### src/rtl/mips_pkg.sv
// Shared definitions for the MIPS front end: next-PC source encodings,
// sequencer states and the default reset/exception vectors.
package mips_pkg;

  typedef enum logic [1:0] {
    PCSRC_SEQ  = 2'b00,
    PCSRC_BR   = 2'b01,
    PCSRC_ERET = 2'b10,
    PCSRC_EXC  = 2'b11
  } pcsrc_e;

  typedef enum logic {
    ST_RUN   = 1'b0,
    ST_DELAY = 1'b1
  } seq_state_e;

  localparam logic [31:0] DEF_RESET_VECTOR = 32'h0000_0000;
  localparam logic [31:0] DEF_EXC_VECTOR   = 32'h0000_0180;

endpackage

### src/rtl/pc_target_calc.sv
// Combinational next-PC target generation: sequential, branch, jump and
// jump-register targets plus the redirect condition.
module pc_target_calc #(
  parameter int WIDTH = 32
) (
  input  logic [WIDTH-1:0] pc,
  input  logic [25:0]      imm,
  input  logic [WIDTH-1:0] rs,
  input  logic             jump,
  input  logic             jr,
  input  logic             beq,
  input  logic             bne,
  input  logic             zerof,
  output logic [WIDTH-1:0] seq_target,
  output logic [WIDTH-1:0] branch_target,
  output logic [WIDTH-1:0] jump_target,
  output logic [WIDTH-1:0] jr_target,
  output logic             redirect
);

  assign seq_target    = pc + WIDTH'(4);
  assign branch_target = seq_target + {{(WIDTH-18){imm[15]}}, imm[15:0], 2'b00};
  assign jump_target   = {seq_target[WIDTH-1:28], imm, 2'b00};
  assign jr_target     = rs;
  assign redirect      = jump | jr | (beq & zerof) | (bne & ~zerof);

endmodule

### src/rtl/pc_sequencer.sv
// Program-counter sequencer: owns the PC, EPC/EXL exception context, the
// stall-latched pending exception and the optional branch-delay slot.
module pc_sequencer
  import mips_pkg::*;
#(
  parameter int               WIDTH        = 32,
  parameter logic [WIDTH-1:0] RESET_VECTOR = WIDTH'(DEF_RESET_VECTOR),
  parameter logic [WIDTH-1:0] EXC_VECTOR   = WIDTH'(DEF_EXC_VECTOR),
  parameter bit               DELAY_SLOT   = 1'b0
) (
  input  logic             i_clk,
  input  logic             i_rst,
  input  logic             i_stall,
  input  logic [25:0]      i_imm,
  input  logic             i_jump,
  input  logic             i_jr,
  input  logic [WIDTH-1:0] i_rs,
  input  logic             i_beq,
  input  logic             i_bne,
  input  logic             i_zerof,
  input  logic             i_eret,
  input  logic             i_exception,
  output logic [WIDTH-1:0] o_pc,
  output logic [WIDTH-1:0] o_pc_plus4,
  output logic [WIDTH-1:0] o_epc,
  output logic             o_exl,
  output logic             o_bd,
  output logic [1:0]       o_pcsrc,
  output logic             o_exc_pending
);

  logic [WIDTH-1:0] pc_q, pc_d, epc_q, epc_d, tgt_q, tgt_d;
  logic             exl_q, exl_d, bd_q, bd_d, pend_q, pend_d;
  seq_state_e       state_q, state_d;
  pcsrc_e           pcsrc;

  logic [WIDTH-1:0] seq_target, branch_target, jump_target, jr_target, redirect_target;
  logic             redirect;

  pc_target_calc #(.WIDTH(WIDTH)) u_target (
    .pc            (pc_q),
    .imm           (i_imm),
    .rs            (i_rs),
    .jump          (i_jump),
    .jr            (i_jr),
    .beq           (i_beq),
    .bne           (i_bne),
    .zerof         (i_zerof),
    .seq_target    (seq_target),
    .branch_target (branch_target),
    .jump_target   (jump_target),
    .jr_target     (jr_target),
    .redirect      (redirect)
  );

  // When several redirect kinds are asserted together, JR wins over J over branch.
  assign redirect_target = i_jr ? jr_target : (i_jump ? jump_target : branch_target);

  always_comb begin
    // NOTE: every signal gets a default first so no path through the
    // if/else chain leaves it unassigned, which would infer a latch.
    pc_d    = pc_q;
    epc_d   = epc_q;
    exl_d   = exl_q;
    bd_d    = bd_q;
    pend_d  = pend_q;
    tgt_d   = tgt_q;
    state_d = state_q;
    pcsrc   = PCSRC_SEQ;

    if (i_stall) begin
      if (i_exception) pend_d = 1'b1;
    end else if (i_exception || pend_q) begin
      pcsrc   = PCSRC_EXC;
      pc_d    = EXC_VECTOR;
      exl_d   = 1'b1;
      pend_d  = 1'b0;
      state_d = ST_RUN;
      // In the slot the faulting context is the branch one word back.
      if (!exl_q) begin
        epc_d = (state_q == ST_DELAY) ? pc_q - WIDTH'(4) : pc_q;
        bd_d  = (state_q == ST_DELAY);
      end
    end else if (state_q == ST_DELAY) begin
      pcsrc   = PCSRC_BR;
      pc_d    = tgt_q;
      state_d = ST_RUN;
    end else if (i_eret) begin
      pcsrc = PCSRC_ERET;
      pc_d  = epc_q;
      exl_d = 1'b0;
    end else if (redirect) begin
      // o_pcsrc reports where the PC comes from: the slot instruction is sequential.
      if (DELAY_SLOT) begin
        tgt_d   = redirect_target;
        pc_d    = seq_target;
        state_d = ST_DELAY;
      end else begin
        pcsrc = PCSRC_BR;
        pc_d  = redirect_target;
      end
    end else begin
      pc_d = seq_target;
    end
  end

  always_ff @(posedge i_clk) begin
    // NOTE: state registers use non-blocking assignments so every flop
    // samples the pre-edge values regardless of statement order.
    if (i_rst) begin
      pc_q    <= RESET_VECTOR;
      epc_q   <= '0;
      exl_q   <= 1'b0;
      bd_q    <= 1'b0;
      pend_q  <= 1'b0;
      tgt_q   <= '0;
      state_q <= ST_RUN;
    end else begin
      pc_q    <= pc_d;
      epc_q   <= epc_d;
      exl_q   <= exl_d;
      bd_q    <= bd_d;
      pend_q  <= pend_d;
      tgt_q   <= tgt_d;
      state_q <= state_d;
    end
  end

  assign o_pc          = pc_q;
  assign o_pc_plus4    = seq_target;
  assign o_epc         = epc_q;
  assign o_exl         = exl_q;
  assign o_bd          = bd_q;
  assign o_pcsrc       = pcsrc;
  assign o_exc_pending = pend_q;

endmodule

### config.mk
export PLATFORM = sky130hd
export DESIGN_NAME = pc_sequencer
export DESIGN_NICKNAME = d
export VERILOG_FILES = /design/src/rtl/mips_pkg.sv /design/src/rtl/pc_target_calc.sv /design/src/rtl/pc_sequencer.sv
export SDC_FILE = /design/constraint.sdc
export NUM_CORES = 1
export LEC_CHECK = 0
export CAP_MARGIN = 20
export CELL_PAD_IN_SITES_DETAIL_PLACEMENT = 1
export CELL_PAD_IN_SITES_GLOBAL_PLACEMENT = 1
export CORE_MARGIN = 2
export CORE_UTILIZATION = 34
export CTS_CLUSTER_DIAMETER = 40
export DETAILED_ROUTE_END_ITERATION = 7
export PLACE_DENSITY = 0.9
export SYNTH_ARGS = -nofsm -noshare
export SYNTH_HDL_FRONTEND = slang
export SYNTH_SLANG_ARGS = --single-unit
### constraint.sdc
create_clock -name i_clk -period 4.5 [get_ports i_clk]
set_input_delay 1.125 -clock i_clk [delete_from_list [all_inputs] [get_ports i_clk]]
set_output_delay 1.125 -clock i_clk [all_outputs]
set_load 0.03 [all_outputs]
==> Word level (Yosys, flattened, before mapping) <==
Cells that the tools add are included.
Widths: inputs -> output; s select.
{ "word_totals": {"ff_bits": 66, "in_bits": 68, "output_inout_bits": 101, "word_cells": 35} }
{ "classes": {"eq_ne": 1, "add_sub_neg": 2, "muxes": 14, "n_reduce_logical": 6, "n_bitwise": 8} }
{ "ops": {"columns": ["op", "count"], "rows": [
  ["$mux 32", 5],
  ["$add 32x3->32 const B", 1],
  ["$add 32x32->32", 1],
  ["$mux 1", 6],
  ["$mux 2", 3],
  ["$reduce_and 2->1", 2],
  ["$reduce_bool 2->1", 2],
  ["$not 1->1", 3],
  ["$or 1x1->1", 3],
  ["$reduce_and 3->1", 1],
  ["$and 1x1->1", 2],
  ["$ne 2x1->1 const B", 1],
  ["$logic_or 1x1->1", 1]
]} }

==> Depth between registers and ports, before layout <==
Gate-level depths: netlist (run 1).
{ "logic_depth": {"word_depth": 7, "mapped_depth": 16, "depth_no_buf": 15} }

==> Cells and area by module <==
Synthesis (run 1) repeated with hierarchy kept, for this count alone.
{ "unflattened": {"hier_cells": 811, "hier_area_um2": 6565.0} }
{ "modules_own_cells": {"columns": ["module", "seq_area_each_um2", "area_per_inst_um2", "n_inst", "cells_per_inst"], "rows": [
  ["pc_sequencer", 1321.3, 3912.5, 1, 450],
  ["pc_target_calc", 0.0, 2652.5, 1, 361]
]} }

==> Worst setup path after synthesis (run 1) <==
OpenSTA, ideal clock, no wires.
{ "synth_timing": {"path_kind": "register to register", "from": "register pc_q[2], in the netlist o_pc[2]", "to": "register pc_q[31], in the netlist o_pc[31]", "path_stages_with_launch": 17, "t_required_ns": 4.430, "period_less_slack_ns": 4.120, "setup_ns": 0.070, "arrival_time_ns": 4.050, "path_slack_ns": 0.380, "n_path_buf": 2, "cell_sequence": "dfxtp_1 > ha_1 > and4_1 > and4_1 > buf_2 > nand2_1 > xnor2_1 > ha_1 > clkbuf_1 > nand3_1 > a2bb2oi_1 > nand2b_1 > a21oi_1 > o41ai_4 > a2111oi_0 > nor3_1 > a21boi_1"} }
{ "synth_via": {"elab_chain_cells": 7} }
{ "synth_rtl": {"columns": ["item", "line", "source"], "rows": [
  ["from (decl)", "pc_sequencer.sv:32", "logic [WIDTH-1:0] pc_q, pc_d, epc_q, epc_d, tgt_q, tgt_d;"],
  ["from (signal assigned)", "pc_sequencer.sv:119", "pc_q <= pc_d;"],
  ["$add 32x3->32", "pc_target_calc.sv:21", "assign seq_target = pc + WIDTH'(4);"],
  ["named net o_pc_plus4[20]", "pc_sequencer.sv:24", "output logic [WIDTH-1:0] o_pc_plus4,"],
  ["$add 32x32->32", "pc_target_calc.sv:22", "assign branch_target = seq_target + {{(WIDTH-18){imm[15]}}, imm[15:0], 2'b00};"],
  ["$mux 32 (2 in a row)", "pc_sequencer.sv:57", "assign redirect_target = i_jr ? jr_target : (i_jump ? jump_target : branch_target);"],
  ["$mux 32", "pc_sequencer.sv:92", "end else if (redirect) begin"],
  ["$mux 32", "pc_sequencer.sv:88", "end else if (i_eret) begin"],
  ["$mux 32", "pc_sequencer.sv:73", "end else if (i_exception || pend_q) begin"]
]} }
The timed path passes the listed nets, and every way through them passes these cells.
A chain may end at the register's enable or synchronous reset.

==> Worst setup path in the final report (run 1) <==
{ "layout_timing": {"from": "register pc_q[2], in the netlist o_pc[2]", "to": "output o_pc_plus4[28]"} }
{ "layout_via": {"elab_chain_cells": 1} }
{ "layout_rtl": {"columns": ["item", "line"], "rows": [
  ["$add 32x3->32", "pc_target_calc.sv:21"],
  ["to (decl)", "pc_sequencer.sv:24"]
]} }
No other way between the ends.

==> results of run 1 <==
[repair_timing]
item / CTS / global route
gates cloned: 0 / 0
hold buffers: 0 / 0
endpoints found under the setup margin: 2 / 3
gates resized for setup: 1 / 5
[critical path: stages, from the launching register on]
cell and delay [ns]:
dfxtp_1 0.49, ha_1 0.33, and4_1 0.34, and4_2 0.44
nand4_1 0.15, xor2_1 0.35, inv_1 0.16, clkdlybuf4s50_1 0.63
[routing by layer]
metal	GRT usage [%]	vias to the layer above	wire length, microns
li1	-	3168	-
met4	9.14	0	645
met1	34.3	3317	10400
met2	50.1	313	12500
met5	0	-	0
met3	5.17	43	1650
[state kept, by name, summed over array words and instances (netlist names)]
signal,count
o_epc,32
o_pc,32
o_exc_pending,1
o_exl,1
[layout by cell type, fill, tap and decap left out, types with 4 or more instances in the layout]
| master | count |
|---|---|
| o2111ai_1 | 4 |
| a221oi_1 | 4 |
| o21ai_1 | 6 |
| xnor2_1 | 26 |
| inv_1 | 22 |
| ha_1 | 36 |
| mux2i_1 | 7 |
| nor2_1 | 53 |
| clkdlybuf4s50_1 | 163 |
| a22o_1 | 5 |
| a211oi_1 | 12 |
| nor3_1 | 9 |
| buf_4 | 35 |
| o21a_1 | 7 |
| a31oi_1 | 7 |
| o211ai_1 | 21 |
| and4_1 | 7 |
| a21oi_1 | 73 |
| nand4_1 | 15 |
| clkbuf_16 | 9 |
| a2bb2oi_1 | 6 |
| o31ai_1 | 6 |
| o21ai_0 | 44 |
| nand2b_1 | 7 |
| dfxtp_1 | 66 |
| xor2_1 | 16 |
| or2_2 | 4 |
| nor2b_1 | 6 |
| or3_1 | 6 |
| o22ai_1 | 17 |
| nand3_1 | 17 |
| nand2_1 | 134 |
| and3_1 | 7 |
| o221ai_1 | 7 |
| a21o_1 | 12 |
| and2_1 | 7 |
[power by group]
part / leakage (nW) / internal [mW] / switching (mW)
clock: 0.129 / 0.374 / 0.300
sequential: 0.535 / 0.601 / 0.0229
combinational: 2.39 / 0.227 / 0.328
total: 3.05 / 1.20 / 0.651
[per-stage QoR]
step                      utilization (%)  hold slack [ns]  setup slack [ns]  std cells  power (mW)
after floorplan                         -            0.590             0.380        781       0.945
after global placement               46.6            0.462             0.421       1150        1.17
after detailed placement             46.6            0.466             0.292       1150        1.18
after CTS                            48.2            0.473            0.0956       1166        1.85
after global routing                 48.4            0.491           0.00384       1166        1.92
final                                48.4            0.470             0.129       1166        1.85
[logic make-up (layout without fill, tap and decap cells)]
family | Yosys count | in the layout
compound gates | 261 | 261
mux | 8 | 8
buf+inv | 74 | 239
other cells | 1 | 1
flops | 66 | 66
fa+ha+maj | 37 | 37
simple gates | 289 | 289
xor+xnor | 45 | 45
[final timing paths]
check	start	endpoint	slack [ns]	depth (start not counted)
setup / recovery	o_pc[2]	o_pc_plus4[28]	0.13	7
hold / removal	o_epc[23]	o_epc[23]	0.47	2
setup reg to reg	o_pc[7]	o_pc[30]	0.29	15
hold reg to reg	o_epc[23]	o_epc[23]	0.47	2
[cell type report]
class	instances	area [sq um]
inverters	22	82.6
clock buffers	10	229
fillers	2044	8470
multi-input cells	641	4060
clock inverters	6	42.5
well taps	220	275
repair buffers	201	1920
flip-flops and latches	66	1320
==> metrics.txt, run 1 <==
Synth Area in Compound Gates=30.5%; Setup TNS=0 ns; cts bufs inserted=9; area leader, netlist=dfxtp_1; Async SR Flop Fraction=0%; Final min period=4.37 ns; layout cell share with drive strength beyond 1=7.61%; Routed WL=25200 microns; die height=133 microns; # diodes=0; post-synthesis cell type count=69; drt drc=0; root buf cell=clkbuf_16; peak supply drop=0.182 mV; 1st-iter DRT viols=465; Tcrit/Tclk final=97.1%; Core Area=16400 sq um; Clk pin slew, worst setup/hold paths=0.06 ns; Simple-Gate Fraction of Synth Area=24.0%; hpwl dp=19300 microns; vias in the first global route=7094; Syn Std Cell Area=5660 sq um; FP Rows=47; max cap viols=0; CTS tree=done; first-pass GRT wire length=39300 microns; largest net degree at the start of global routing=59; top-count cell post-synth=nand2_1; ANT nets after route=0; via count=6841; startpoint types=register; chip width=133 microns; Avg Synthesized Cell Area=7.25 sq um; Most used DFF post-synth=dfxtp_1; Arr. time, crit path=3.25 ns; CTS Sinks=66; Adder-Cell Fraction of Synth Area=8.31%; Syn Inst Count=781; fmax=229 MHz; drt first pass iters=5; fin nets=1046; Synth area leaders=dfxtp_1 23%, nand2_1 8.9%, ha_1 8.0%; largest family of logic cells by synthesized area=compound AO/OA/AOI/OAI gates; Synth top cells by count=134 x nand2_1, 73 x a21oi_1, 66 x dfxtp_1, 55 x nor2_1, 44 x o21ai_0; yosys warns=0; initial antenna violation count=0; Worst setup EP type=output port; placed inst area=7640 sq um; number of synthesized flops with an enable pin=0; Slew headroom=45.4%; Worst Skew=0.0102 ns; worst path required time=3.38 ns; DR WL/cell=21.6 microns; Area growth, synth to finish=40.2%; HP Class=reg -> reg; total leakage power=3.05 nW; Seq cells post-synth=66; Die ar.=17700 sq um; post-CTS setup buffer count=0; Synth top area share=23.3%; Synth Area in XOR/XNOR=7.09%; gpl congestion=0.958; mux cell area share after synthesis=1.44%; setup violators final=0; sequential share of the synthesized area=23.3%; IO Pins=169; CTS H-tree lvls=3; Initial Util=34.5%; syn_nets=886; Least-Margin Pin Slew=0.817 ns; GR Util All Layers=28.2%; final hold vios=0; Clock Path Buffers=2; port bufs=167; final-report max-slew violation count=0; largest driver fanout on the critical path=8; Crit Path Class=reg -> out; remaining global-route overflow=0; Worst-Skew Late Latency=0.35 ns; run status=finished, final reports clean; Cell Pwr Density=233 nW/um^2; unrepaired setup endpoints after global routing=no; mean number of vias per cell=5.87; area of all placed cells without fillers=7940 sq um
Note: power is estimated with default switching activity, not from simulation.
==> run 2, diff against run 1 <==
CORE_ASPECT_RATIO = 0.5   (was not set)
CTS_CLUSTER_DIAMETER = 150   (was 40)
GPL_TIMING_DRIVEN = 1   (was not set)
==> metrics.txt, run 2 (synthesis results as in run 1) <==
peak supply drop=0.193 mV (+6.5%); Crit Path Class=reg -> out; drt drc=0 (unchanged); port bufs=167 (unchanged); CTS tree=done; largest net degree at the start of global routing=49 (-17%); Core Area=16400 sq um (-0.34%); ANT nets after route=0 (unchanged); Clock Path Buffers=2 (unchanged); DR WL/cell=21.2 microns (-2.0%); unrepaired setup endpoints after global routing=no; CTS H-tree lvls=3 (unchanged); grt met3 use=5.01% (-0.17 points); max cap viols=0 (unchanged); switching portion of total power=35.0% (-0.16 points); Crit-path slowest cell=clkdlybuf4s50_1; first-pass GRT wire length=38400 microns (-2.2%); mean number of vias per cell=5.87 (about the same); worst path required time=3.38 ns (about the same); most common cell after layout, fill and taps aside=clkdlybuf4s50_1; cts bufs inserted=9 (unchanged); # diodes=0 (unchanged); chip width=186 microns (+40%); Tcrit/Tclk final=95.3% (-1.9 points); Worst Skew=0.00766 ns (-0.00253 ns); clock power share=36.6% (+0.2 points); busiest grt layer=met2; HP Class=reg -> reg; Layout fillers=2043 (-0.049%); sequential share of power=34.0% (+0.3 points); startpoint types=register; Worst-Skew Late Latency=0.34 ns (about the same); Gate power share=29.5% (-0.5 points); critical path's top delay family=simple AND/OR/NAND/NOR gates; crit path cell chain=nand4_1 > or4_4 > or2_1 > nor2_4 > xor2_2 > clkdlybuf4s50_1; global routing met1 resource utilization=34.5% (+0.21 points); run status=finished, final reports clean; hold buffer count at CTS=0 (unchanged); via count=6835 (-0.088%); Routed WL=24600 microns (-2.1%); Switch Pwr=0.645 mW (-0.90%); total leakage power=2.97 nW (-2.7%); CP max stage delay=0.72 ns (+0.09 ns); Cell Pwr Density=234 nW/um^2 (+0.46%); final hold vios=0 (unchanged); Clk pin slew, worst setup/hold paths=0.06 ns (about the same); internal power=1.20 mW (-0.21%); utilization after layout=48.1% (-0.28 points); drt first pass iters=4 (-1); GR Util All Layers=27.2% (-0.94 points); die height=95.2 microns (-28%); Initial Util=34.6% (+0.12 points); largest driver fanout on the critical path=11 (+3); initial antenna violation count=0 (unchanged); layout cell share with drive strength beyond 1=6.51% (-1.1 points); Arr. time, crit path=3.16 ns (-0.09 ns); Slew headroom=46.2% (+0.82 points); Area growth, synth to finish=38.9%; IO Pins=169 (unchanged); final-report max-slew violation count=0 (unchanged); 1st-iter DRT viols=553 (+19%); fmax=233 MHz (+2.0%); commonest non-fill, non-tap cells in the layout=164 x clkdlybuf4s50_1, 134 x nand2_1, 73 x a21oi_1; met2 GRT Util=47.1% (-3.0 points); Worst setup EP type=output port; Setup TNS=0 ns (unchanged); Least-Margin Pin Slew=0.804 ns (-0.0123 ns); Die ar.=17800 sq um (+0.36%); gpl congestion=0.918 (-4.2%); Final min period=4.29 ns (-0.0841 ns); CTS Sinks=66 (unchanged); vias in the first global route=6992 (-1.4%); FP Rows=33 (-30%); remaining global-route overflow=0 (unchanged); hpwl dp=18800 microns (-2.5%); setup violators final=0 (unchanged); fin nets=1037 (-0.86%); root buf cell=clkbuf_16; Worst Path Buf+Inv=1 (-1)
[run 2: layer usage]
layer / share of wire, % / vias to the layer above / wire length [microns]
met4: 3.2 / 0 / 792
met3: 5.4 / 52 / 1340
met1: 44 / 3412 / 10900
li1: - / 3153 / -
met2: 47 / 218 / 11600
met5: 0 / - / 0
[run 2: worst paths after layout]
check	depth (start not counted)	slack, ns	from	to
worst max-delay path	6	0.21	o_pc[16]	o_pc_plus4[27]
worst min-delay path	2	0.47	o_epc[6]	o_epc[6]
worst min register to register	2	0.47	o_epc[6]	o_epc[6]
worst max register to register	13	0.29	o_pc[2]	o_pc[31]
[run 2: repair_timing]
| item | 4_1_cts | 5_1_grt |
|---|---|---|
| gates resized for setup | 0 | 2 |
| setup buffers | 0 | 2 |
| endpoints found under the setup margin | 0 | 8 |
[run 2: worst reg2reg max path: stages (launching register included)]
cell,delay [ns]
dfxtp_1,0.48
ha_1,0.30
and4_1,0.34
nand3_1,0.19
nor2_1,0.16
xor2_1,0.33
ha_1,0.33
nand4_1,0.24
a2111oi_4,0.43
nor3_2,0.17
o41ai_4,0.59
a2111oi_0,0.21
nor3_1,0.24
a21boi_1,0.09
[run 2: final cells by class]
type	count	area [sq um]	share of cell area, %
multi-input cells	641	4040	51.4
repair buffers	192	1850	23.6
flip-flops and latches	66	1320	16.8
well taps	227	284	3.61
clock buffers	9	225	2.86
inverters	22	82.6	1.05
clock inverters	7	53.8	0.684
[run 2: power by group through the flow]
| stage | Sequential [mW] | Clock, mW | Combinational [mW] |
|---|---|---|---|
| 5_1_grt | 0.629 | 0.711 | 0.581 |
| 6_report | 0.626 | 0.674 | 0.543 |
| 3_5_place_dp | 0.638 | 0 | 0.532 |
| 2_1_floorplan | 0.661 | 0 | 0.283 |
| 3_3_place_gp | 0.637 | 0 | 0.520 |
| 4_1_cts | 0.626 | 0.680 | 0.536 |
[run 2: metrics by stage]
step	hold slack [ns]	setup WS, ns	area [sq um]	total power, mW	cells
6_report	0.473	0.214	7860	1.84	1164
5_1_grt	0.495	0.0156	7860	1.92	1164
3_3_place_gp	0.458	0.286	7570	1.16	1146
4_1_cts	0.474	0.0182	7850	1.84	1162
2_1_floorplan	0.590	0.380	5660	0.945	781
3_5_place_dp	0.466	0.210	7570	1.17	1146
==> variant, RTL diff (settings of run 1) <==
Change the parameter `DELAY_SLOT` from 1'b0 to 1'b1.
--- a/src/rtl/pc_sequencer.sv
+++ b/src/rtl/pc_sequencer.sv
@@ -7,5 +7,5 @@
   parameter logic [WIDTH-1:0] RESET_VECTOR = WIDTH'(DEF_RESET_VECTOR),
   parameter logic [WIDTH-1:0] EXC_VECTOR   = WIDTH'(DEF_EXC_VECTOR),
-  parameter bit               DELAY_SLOT   = 1'b0
+  parameter bit               DELAY_SLOT   = 1'b1
 ) (
   input  logic             i_clk,
Check against the original RTL: not equivalent (Yosys sat finds a counterexample within 4 cycles, from zero or initial values and one cycle with i_rst high).
==> variant against run 1 <==
Wire length rose by 22%; clock skew fell by 0.0012 ns; critical path depth fell by 1; power rose by 30%; worst setup slack got worse by 0.062 ns; area after synthesis rose by 30%; global-route usage fell by 1.8 points; sequential cell count rose by 34; first-iteration DRC count rose by 89%; final area rose by 23%; via count rose by 21%; highest routed layer unchanged.
==> variant: results (changes against run 1) <==
| Metric | Value |
|---|---|
| Run status | finished, final reports clean (unchanged) |
| Peak supply drop | 196 uV (was 182 uV) |
| DP Area | 9410 sq um (was 7640 sq um) |
| Post-cts sizing count | 4 (was 1) |
| Logic pwr share | 24.2% (was 30.0%) |
| Crit-path max FO | 11 (was 8) |
| PD cells | 246 nW/um^2 (was 233 nW/um^2) |
| Seq group | 0.972 mW (was 0.623 mW) |
| Gr usage total | 26.3% (was 28.2%) |
| Int Power | 1.65 mW (was 1.20 mW) |
| Fraction of layout cells with a size suffix above 1 | 7.64% (was 7.61%) |
| Placer Congestion | 0.898 (was 0.958) |
| Met3 wire len | 2.02 mm (was 1.65 mm) |
| Met3 usage | 2.62% (was 5.17%) |
| Met2 WL post-DR | 14.0 mm (was 12.5 mm) |
| GR Util met1 | 38.0% (was 34.3%) |
| Number of global-route vias before repair | 8074 (was 7094) |
| Largest net degree at the start of global routing | 48 (was 59) |
| First-pass GRT wire length | 46.5 mm (was 39.3 mm) |
| Unique masters post-synth | 68 (was 69) |
| GR Util met2 | 41.4% (was 50.1%) |
| Crit path largest cell delay | 0.79 ns (was 0.63 ns) |
| Port-buffer cells | 168 (was 167) |
| Hpwl dp | 23.3 mm (was 19.3 mm) |
| Leakage | 3.68 nW (was 3.05 nW) |
| Final net count | 1237 (was 1046) |
variant: cell families after synthesis:
group / Yosys count / synth area share (%)
and+or+nand+nor: 359 / 23.2
AOI/OAI and AO/OA: 295 / 25.7
buffers and inverters: 102 / 5.54
DFF: 100 / 27.1
xor gates and xnor gates: 73 / 8.65
adders and majority gates: 36 / 6.20
muxes: 27 / 3.67
variant: cell type report:
| type | instances | area (sq um) |
|---|---|---|
| Clock inverter | 6 | 88.8 |
| Multi-Input combinational cell | 790 | 5030 |
| Tap cell | 275 | 344 |
| Sequential cell | 100 | 2000 |
| Fill cell | 2545 | 11400 |
| Clock buffer | 10 | 229 |
| Inverter | 20 | 75.1 |
| Timing Repair Buffer | 212 | 2020 |
variant: critical path: cells and delay by family, from the launching register on:
family | cells | cell delay [ns]
XOR/XNOR | 1 | 0.49
flip-flops | 1 | 0.59
AND/OR/NAND/NOR | 4 | 1.09
buffers and inverters | 1 | 0.79
variant: stage by stage:
step / utilization (%) / setup slack (ns) / setup TNS (ns) / hold slack [ns] / instances
finish: 46.3 / 0.0675 / 0 / 0.471 / 1413
global route: 46.3 / -0.0155 / -0.0155 / 0.487 / 1413
floorplan: - / 0.145 / 0 / 0.416 / 992
CTS: 46.1 / 0.0255 / 0 / 0.471 / 1411
global placement: 44.5 / 0.390 / 0 / 0.444 / 1395
detailed placement: 44.5 / 0.217 / 0 / 0.452 / 1395
variant: final timing paths:
path	start	to	slack [ns]	cells past startpoint
worst min-delay path	tgt_q[13]	tgt_q[13]	0.47	2
worst max-delay path	o_pc[2]	o_pc_plus4[23]	0.07	6
worst max register to register	o_pc[5]	tgt_q[29]	0.25	17
worst min register to register	tgt_q[13]	tgt_q[13]	0.47	2
